--- src/rtl/kim_divider_nbit_seq_pkg.sv ---
// Shared definitions for the sequential restoring divider: FSM states and width defaults.
package kim_div_pkg;

  localparam int DIV_W_DEF = 32;
  localparam int CNT_W_DEF = $clog2(DIV_W_DEF + 1);

  typedef enum logic [1:0] {
    IDLE = 2'd0,
    CALC = 2'd1,
    DONE = 2'd2
  } state_t;

endpackage

--- src/rtl/kim_divider_nbit_seq_if.sv ---
// Request/result bundle between the EX stage and the divider.
interface kim_divider_nbit_seq_if
  import kim_div_pkg::*;
#(
  parameter int W = DIV_W_DEF
) ();
  logic         start;
  logic         is_signed;
  logic [W-1:0] a;
  logic [W-1:0] b;
  logic         busy;
  logic         done;
  logic [W-1:0] quotient;
  logic [W-1:0] remainder;
  logic         div_by_zero;

  modport master (
    output start, is_signed, a, b,
    input  busy, done, quotient, remainder, div_by_zero
  );

  modport slave (
    input  start, is_signed, a, b,
    output busy, done, quotient, remainder, div_by_zero
  );
endinterface

--- src/rtl/kim_divider_nbit_seq_sub.sv ---
// Unsigned n-bit subtractor; borrow is set when a < b.
module kim_subtractor_nbit_p #(
  parameter int SUB_DATA_WIDTH = 33
) (
  input  logic [SUB_DATA_WIDTH-1:0] a,
  input  logic [SUB_DATA_WIDTH-1:0] b,
  output logic [SUB_DATA_WIDTH-1:0] y,
  output logic                      borrow
);
  assign {borrow, y} = {1'b0, a} - {1'b0, b};
endmodule

--- src/rtl/kim_divider_nbit_seq.sv ---
// Multi-cycle restoring divider for DIV/DIVU: one quotient bit per cycle,
// quotient to LO, remainder to HI.
module kim_divider_nbit_seq
  import kim_div_pkg::*;
#(
  parameter int DIV_DATA_WIDTH = DIV_W_DEF
) (
  input logic clk,
  input logic reset,
  kim_divider_nbit_seq_if.slave dif
);
  localparam int N  = DIV_DATA_WIDTH;
  localparam int CW = $clog2(N + 1);

  state_t        state;
  logic [N-1:0]  dvd, dvs, rem;
  logic [CW-1:0] cnt;
  logic          qneg, rneg;
  logic          busy_r, done_r, dbz_r;
  logic [N-1:0]  quo_r, rem_r;

  logic [N:0]    t, d;
  logic          brw;
  logic [N-1:0]  rem_nx, dvd_nx, q_fin, r_fin, a_mag, b_mag;

  assign t = {rem, dvd[N-1]};

  kim_subtractor_nbit_p #(.SUB_DATA_WIDTH(N + 1)) u_sub (
    .a      (t),
    .b      ({1'b0, dvs}),
    .y      (d),
    .borrow (brw)
  );

  // Quotient bits share the dividend register, entering at bit 0.
  always_comb begin
    rem_nx = brw ? t[N-1:0] : d[N-1:0];
    dvd_nx = {dvd[N-2:0], ~brw};
    q_fin  = qneg ? -dvd_nx : dvd_nx;
    r_fin  = rneg ? -rem_nx : rem_nx;
    a_mag  = (dif.is_signed && dif.a[N-1]) ? -dif.a : dif.a;
    b_mag  = (dif.is_signed && dif.b[N-1]) ? -dif.b : dif.b;
  end

  always_ff @(posedge clk) begin
    if (reset) begin
      state  <= IDLE;
      busy_r <= 1'b0;
      done_r <= 1'b0;
      dbz_r  <= 1'b0;
      quo_r  <= '0;
      rem_r  <= '0;
      dvd    <= '0;
      dvs    <= '0;
      rem    <= '0;
      cnt    <= '0;
      qneg   <= 1'b0;
      rneg   <= 1'b0;
    end else begin
      case (state)
        IDLE: begin
          done_r <= 1'b0;
          if (dif.start) begin
            busy_r <= 1'b1;
            if (dif.b == '0) begin
              // Divide-by-zero skips CALC and reports the MIPS-style result.
              state  <= DONE;
              done_r <= 1'b1;
              quo_r  <= '1;
              rem_r  <= dif.a;
              dbz_r  <= 1'b1;
            end else begin
              state <= CALC;
              dvd   <= a_mag;
              dvs   <= b_mag;
              rem   <= '0;
              cnt   <= '0;
              qneg  <= dif.is_signed & (dif.a[N-1] ^ dif.b[N-1]);
              rneg  <= dif.is_signed & dif.a[N-1];
            end
          end
        end
        CALC: begin
          rem <= rem_nx;
          dvd <= dvd_nx;
          cnt <= cnt + 1'b1;
          if (cnt == CW'(N - 1)) begin
            quo_r  <= q_fin;
            rem_r  <= r_fin;
            dbz_r  <= 1'b0;
            done_r <= 1'b1;
            state  <= DONE;
          end
        end
        DONE: begin
          done_r <= 1'b0;
          busy_r <= 1'b0;
          state  <= IDLE;
        end
        default: begin
          done_r <= 1'b0;
          busy_r <= 1'b0;
          state  <= IDLE;
        end
      endcase
    end
  end

  assign dif.busy        = busy_r;
  assign dif.done        = done_r;
  assign dif.quotient    = quo_r;
  assign dif.remainder   = rem_r;
  assign dif.div_by_zero = dbz_r;

endmodule

--- src/flat_wrapper.sv ---
// flat-port wrapper written by rule: the top's interface ports become plain ports
module kim_divider_nbit_seq_flat import kim_div_pkg::*;
#(
  parameter int DIV_DATA_WIDTH = DIV_W_DEF
)
  (clk, reset, dif_start, dif_is_signed, dif_a, dif_b, dif_busy, dif_done, dif_quotient, dif_remainder, dif_div_by_zero);
  kim_divider_nbit_seq_if #(.W(32)) dif_i ();
  input logic clk;
  input logic reset;
  input wire logic [$bits(dif_i.start)-1:0] dif_start;
  input wire logic [$bits(dif_i.is_signed)-1:0] dif_is_signed;
  input wire logic [$bits(dif_i.a)-1:0] dif_a;
  input wire logic [$bits(dif_i.b)-1:0] dif_b;
  output wire logic [$bits(dif_i.busy)-1:0] dif_busy;
  output wire logic [$bits(dif_i.done)-1:0] dif_done;
  output wire logic [$bits(dif_i.quotient)-1:0] dif_quotient;
  output wire logic [$bits(dif_i.remainder)-1:0] dif_remainder;
  output wire logic [$bits(dif_i.div_by_zero)-1:0] dif_div_by_zero;
  assign dif_i.start = dif_start;
  assign dif_i.is_signed = dif_is_signed;
  assign dif_i.a = dif_a;
  assign dif_i.b = dif_b;
  assign dif_busy = dif_i.busy;
  assign dif_done = dif_i.done;
  assign dif_quotient = dif_i.quotient;
  assign dif_remainder = dif_i.remainder;
  assign dif_div_by_zero = dif_i.div_by_zero;
  kim_divider_nbit_seq #(.DIV_DATA_WIDTH(DIV_DATA_WIDTH)) u_core (.clk(clk), .reset(reset), .dif(dif_i));
endmodule
--- config.mk ---
export PLATFORM = sky130hd
export DESIGN_NAME = kim_divider_nbit_seq_flat
export DESIGN_NICKNAME = d
export VERILOG_FILES = /design/src/rtl/kim_divider_nbit_seq_pkg.sv /design/src/rtl/kim_divider_nbit_seq_if.sv /design/src/rtl/kim_divider_nbit_seq_sub.sv /design/src/rtl/kim_divider_nbit_seq.sv /design/src/flat_wrapper.sv
export SDC_FILE = /design/constraint.sdc
export NUM_CORES = 1
export LEC_CHECK = 0
export BUFFER_PORTS_ARGS = -buffer_cell sky130_fd_sc_hd__buf_2
export CORE_ASPECT_RATIO = 0.75
export CORE_MARGIN = 10
export CORE_UTILIZATION = 35
export DETAILED_ROUTE_END_ITERATION = 10
export GPL_ROUTABILITY_DRIVEN = 0
export PLACE_DENSITY_LB_ADDON = 0.12
export SETUP_SLACK_MARGIN = 0.4
export SYNTH_ARGS = -nofsm -noshare
export SYNTH_HDL_FRONTEND = slang
export SYNTH_SLANG_ARGS = --single-unit
export TNS_END_PERCENT = 20
--- constraint.sdc ---
create_clock -name clk -period 5.96 [get_ports clk]
set_clock_uncertainty 0.05 [all_clocks]
set_input_delay 0.298 -clock clk [delete_from_list [all_inputs] [get_ports clk]]
set_output_delay 0.298 -clock clk [all_outputs]
set_load 0.05 [all_outputs]
Yosys cells after proc, flatten, opt, wreduce, memory -nomap -nowiden
Cells that the tools add are included.

word-level totals
  register bits = 173
  input port bits = 68
  output and inout port bits = 67
  logic and storage cells = 76

cells by class
  add/subtract/negate cells = 6
  eq/ne operators = 6
  mux-type cells = 36
  bitwise gates (word level) = 6
  reduce and logical (&&, ||, !) cells = 10

operators by type and width
  operator             number
  $mux 32              15
  $pmux 32 s2          4
  $neg 32->32          4
  $sub 33x32->34       1
  $logic_not 32->1     1
  $mux 6               2
  $pmux 6 s2           1
  $mux 1               7
  $add 6x1->6 const B  1
  $eq 6x5->1 const B   1
  $mux 2               3
  $pmux 1 s2           3
  $reduce_and 3->1     2
  $ne 2x1->1 const B   2
  $ne 2x2->1 const B   2
  $pmux 2 s2           1
  $reduce_and 2->1     2
  $reduce_and 4->1     1
  $not 1->1            3
  $and 1x1->1          2
  $eq 2x1->1 const B   1
  $logic_and 1x1->1    2
  $logic_not 2->1      1
  $reduce_bool 2->1    1
  $xor 1x1->1          1

Logic depth before layout (Yosys ltp)
  word-level depth = 6
  gate-level depth with buffers = 24
  depth with buffers taken out = 20

Cells and area by module
Synthesis repeated with hierarchy kept, for this count alone.

unflattened totals
  cells, all modules = 1568
  area, all modules = 11936.4 um^2

modules (own cells, without submodules)
  module                 instances  cells each  area each (um^2)  seq. area each (um^2)
  kim_divider_nbit_seq   1          1273        9988.3            3463.3
  kim_subtractor_nbit_p  1          295         1948.1            0.0

Worst setup path before layout
Ideal clock, no wire load.

  path kind = reg2reg
  start point = reg u_core.rem[2]
  end point = reg u_core.rem_r[24] (netlist: u_core.dif.remainder[24])
  library setup time = 103 ps
  data arrival time = 5322 ps
  required time = 5807 ps
  setup slack = 484 ps
  cell stages (with the launch flop) = 23
  buffers on the path = 4
  clock period less this slack = 5476 ps
  cell sequence = dfxtp_1 > ha_1 > clkbuf_1 > o2111a_1 > o2111a_2 > o2111ai_2 > nand2_4 > buf_1 > buf_1 > clkbuf_1 > nand2_1 > o21ai_0 > ha_1 > inv_1 > or4_1 > nor4_1 > nand2_1 > or3_1 > o31a_1 > or2_2 > o21ai_1 > xnor2_1 > a2111oi_2

between the ends
  cells in the longest elaborated chain, start to end = 6

ends and longest elaborated chain
  item                      line                            source
  start: declaration        kim_divider_nbit_seq.sv:16      logic [N-1:0] dvd, dvs, rem;
  start signal: assignment  kim_divider_nbit_seq.sv:84      rem <= rem_nx;
  $sub 33x32->34            kim_divider_nbit_seq_sub.sv:10  assign {borrow, y} = {1'b0, a} - {1'b0, b};
  $mux 32 (*)               kim_divider_nbit_seq.sv:37      rem_nx = brw ? t[N-1:0] : d[N-1:0];
  $neg 32->32               kim_divider_nbit_seq.sv:40      r_fin = rneg ? -rem_nx : rem_nx;
  $mux 32 (*)               kim_divider_nbit_seq.sv:40
  $mux 32 (*)               kim_divider_nbit_seq.sv:87      if (cnt == CW'(N - 1)) begin
  $pmux 32 s2 (*)           kim_divider_nbit_seq.sv:60      case (state)
  end signal: assignment    kim_divider_nbit_seq.sv:70      rem_r <= dif.a;
  end signal: assignment    kim_divider_nbit_seq.sv:89      rem_r <= r_fin;
  end: declaration          kim_divider_nbit_seq.sv:20      logic [N-1:0] quo_r, rem_r;

Mark *: on every way between the ends. The rest lies on a longest branch, timed or not. The select of a mux whose other input is x is not followed.
A chain may end at the register's enable or synchronous reset.

Worst setup path in the final report
  start point = reg u_core.rem[9]
  end point = reg u_core.rem_r[24] (netlist: u_core.dif.remainder[24])

Same word-level chain as after synthesis.

==> reports/results.tsv <==
stage	metric	value	unit
flow_run	cap_violations	0	
sta	tns	0	ns
cts	post_cts_buffers	0	
sta	finalHoldViolCount	0	
drt	drt_first_pass_iters	5	
setup_path	worstSetupPathType	register to register	
setup_path	crit_family	compound AO/OA/AOI/OAI gates	
sta	fin_crit_sh	0.8633	
placed_design	placedCellCount	2098	
synthesis	synthCells	1598	
setup_path	end_kind	register	
setup_path	timing.critical_path.buf_inv	2	
final_layout	instances_no_fill	2130	
global_route	grt_pass1_wl	65.65	mm
synthesis	synth_edf_count	0	
drt	via_count	11995	
synthesis	synth_area_per_cell	7.481	um^2
status	status	finished, final reports clean	
die	fp.dieArea	42020	um^2
synthesis	ys_types	84	
sta	rsz0062_at_grt	no	
synthesis	seq_area_frac_synth	0.2897	
die	fp.dieH	180.1	um
die	pin_count	135	
final_layout	diodes	0	
sta	period_needed	5.145	ns
die	start_util	0.3558	
synthesis	synth_ff_type	dfxtp_1	
synthesis	async_reset_ff_frac	0	
global_route	grt_max_degree	100	
global_route	grt_overflow	0	
global_route	antenna_found_initial	1	
sta	relSlewSlack	0.2690	
pwr	leakagePower	5.368	nW
die	core	33600	um^2
cts	clkLatencyLatePin	0.46	ns
drt	drt-wirelength-per-cell	19.65	um
cts	cts_buffer_depth	2	
cts	path_clk_slew	0.07	ns
global_route	grt_use_total	0.1962	
cts	cts_buffers	17	
setup_path	cp-start-kind	register	
setup_path	crit_slowest_cell	a221o_2	
final_layout	drive_above_1_share	0.1399	
cts	clkSinkCount	173	
pwr	powerDensity	272.6	nW/um^2
setup_path	path_cells	ha_1, a21oi_1, o21ai_0, a221o_2, o2111ai_4, nand2_4, o21ai_0, ha_1, inv_1, or4_1, nor4_1, buf_4, nand2_1, or3_1, o31a_1, or2_2, o21ai_1, xnor2_1, a2111oi_2	
placed_design	port_buffers	134	
placed_design	dpl.hpwl	31.87	mm
drt	wl	41.85	mm
min_path	hold_class	input pin to register	
synthesis	syn-cell-area	11950	um^2
sta	finalMaxSlewViolations	0	
pwr	ir_drop	0.1305	mV
drt	via_per_inst	5.631	
die	die_w	233.4	um
sta	setup_viol	0	
final_layout	area_growth	14.01	%
synthesis	ys_seq_elements	173	
sta	fmax	0.1944	GHz
sta	worst_pin_slew	1.095	ns
setup_path	critPathMaxStageDelay	0.46	ns
final_layout	final_common_cell	nor2_1	
die	num_rows	58	
setup_path	crit_arrival	5.45	ns
drt	ant_nets	0	
drt	drtIter0Drc	1132	
cts	cts_tree	yes	
cts	cts-root-buf	clkbuf_16	
sta	fin_ws	0.8149	ns
drt	drc	0	
final_layout	final_cell_mix	nor2_1, dfxtp_1, nand2_1	
setup_path	cp.required	6.26	ns
cts	htree_levels	4	
setup_path	worst-path-max-fanout	7	
global_route	first_global_vias	11388	
final_layout	nets	1773	
placed_design	dpl_worst_slack	0.6907	ns
synthesis	synth.net_count	1704	
pwr	total_power	3.715	mW
synthesis	yosys_warnings	0	
==> final timing paths <==
path | to | cells past startpoint | slack, ns | start
setup reg to reg | u_core.dif.remainder[24] | 19 | 0.81 | u_core.rem[9]
setup / recovery | u_core.dif.remainder[24] | 19 | 0.81 | u_core.rem[9]
hold reg to reg | u_core.dif.done | 2 | 0.42 | u_core.dif.done
hold / removal | u_core.dvs[0] | 3 | 0.07 | dif_b[0]
==> registers in the layout, indices dropped and copies added, names as in the netlist <==
signal,flops
u_core.dif.quotient,32
u_core.dif.remainder,32
u_core.dvd,32
u_core.dvs,32
u_core.rem,32
u_core.cnt,6
u_core.state,2
u_core.dif.busy,1
u_core.dif.div_by_zero,1
u_core.dif.done,1
u_core.qneg,1
u_core.rneg,1
==> synth_stat cells (all sizes together), types with 5 or more instances <==
| library cell | count | area (um^2) |
|---|---|---|
| a211oi | 113 | 853.3 |
| a21o | 13 | 97.59 |
| a21oi | 119 | 599.3 |
| a221oi | 5 | 43.79 |
| a22oi | 24 | 180.2 |
| a311oi | 11 | 96.34 |
| a31oi | 13 | 81.33 |
| and2 | 8 | 50.05 |
| and3 | 14 | 92.59 |
| buf | 19 | 98.84 |
| clkbuf | 82 | 309.0 |
| dfxtp | 173 | 3463 |
| ha | 37 | 462.9 |
| inv | 55 | 209.0 |
| mux2i | 13 | 130.1 |
| nand2 | 140 | 533.0 |
| nand2b | 12 | 82.58 |
| nand3 | 27 | 140.1 |
| nand4 | 6 | 37.54 |
| nor2 | 255 | 957.2 |
| nor2b | 10 | 62.56 |
| nor3 | 45 | 225.2 |
| nor3b | 6 | 50.05 |
| nor4 | 17 | 127.6 |
| nor4b | 6 | 58.80 |
| o2111a | 5 | 57.55 |
| o2111ai | 5 | 50.04 |
| o211ai | 10 | 75.07 |
| o21ai | 85 | 425.4 |
| o31a | 7 | 61.31 |
| o31ai | 29 | 231.5 |
| o41ai | 14 | 130.1 |
| or2 | 14 | 87.58 |
| or3 | 26 | 162.7 |
| or4 | 8 | 63.81 |
| xnor2 | 49 | 429.2 |
| xor2 | 76 | 665.6 |
==> routing by layer <==
metal | share of wire | track usage
met3 | 0.071 | 0.04720
met4 | 0.013 | 0.04172
met5 | 0 | 0
met2 | 0.40 | 0.2753
met1 | 0.51 | 0.2932
==> stage by stage <==
stage                       util  hold WS, ns  area (um^2)
after floorplan                -       0.3953        11950
after global placement    0.3860       0.4118        12970
after detailed placement  0.3860       0.4134        12970
after CTS                 0.4051      0.05329        13610
after global routing      0.4056      0.05360        13630
final                     0.4056      0.07052        13630
==> cell families (layout without fill, tap and decap cells) <==
family	Yosys count	count (layout)	synth area share
and+or+nand+nor	603	603	0.2357
AOI/OAI and AO/OA	487	487	0.2773
DFF	173	173	0.2897
buffers and inverters	156	238	0.05160
xor gates and xnor gates	125	125	0.09158
adders and majority gates	38	38	0.04040
muxes	16	16	0.01371
==> area by class of cell <==
class / count / area [um^2]
well taps: 450 / 563.0
fillers: 3550 / 19970
multi-input cells: 1269 / 7921
repair buffers: 151 / 829.5
clock buffers: 23 / 488.0
inverters: 55 / 209.0
clock inverters: 9 / 155.1
flip-flops and latches: 173 / 3463
==> report_power, final <==
part / internal [mW] / leakage, nW / switching [mW] / total, mW
combinational: 0.342 / 3.64 / 0.764 / 1.11
sequential: 1.26 / 1.42 / 0.0908 / 1.35
clock: 0.749 / 0.314 / 0.514 / 1.26
total: 2.35 / 5.37 / 1.37 / 3.71
==> worst register-to-register path: cells and delay by family, from the launching register on <==
kind                     cells  cell delay (ns)
flip-flops                   1             0.36
adder cells (fa/ha/maj)      2             0.61
XOR/XNOR                     1             0.10
AND/OR/NAND/NOR              6             1.51
buffers and inverters        2             0.27
AO/OA/AOI/OAI                8             2.15
==> repair_timing <==
item / CTS / global route
gates resized for setup: 0 / 4
hold buffers: 0 / 0
setup endpoints to repair: 0 / 5
Note: power is estimated with default switching activity, not from simulation.
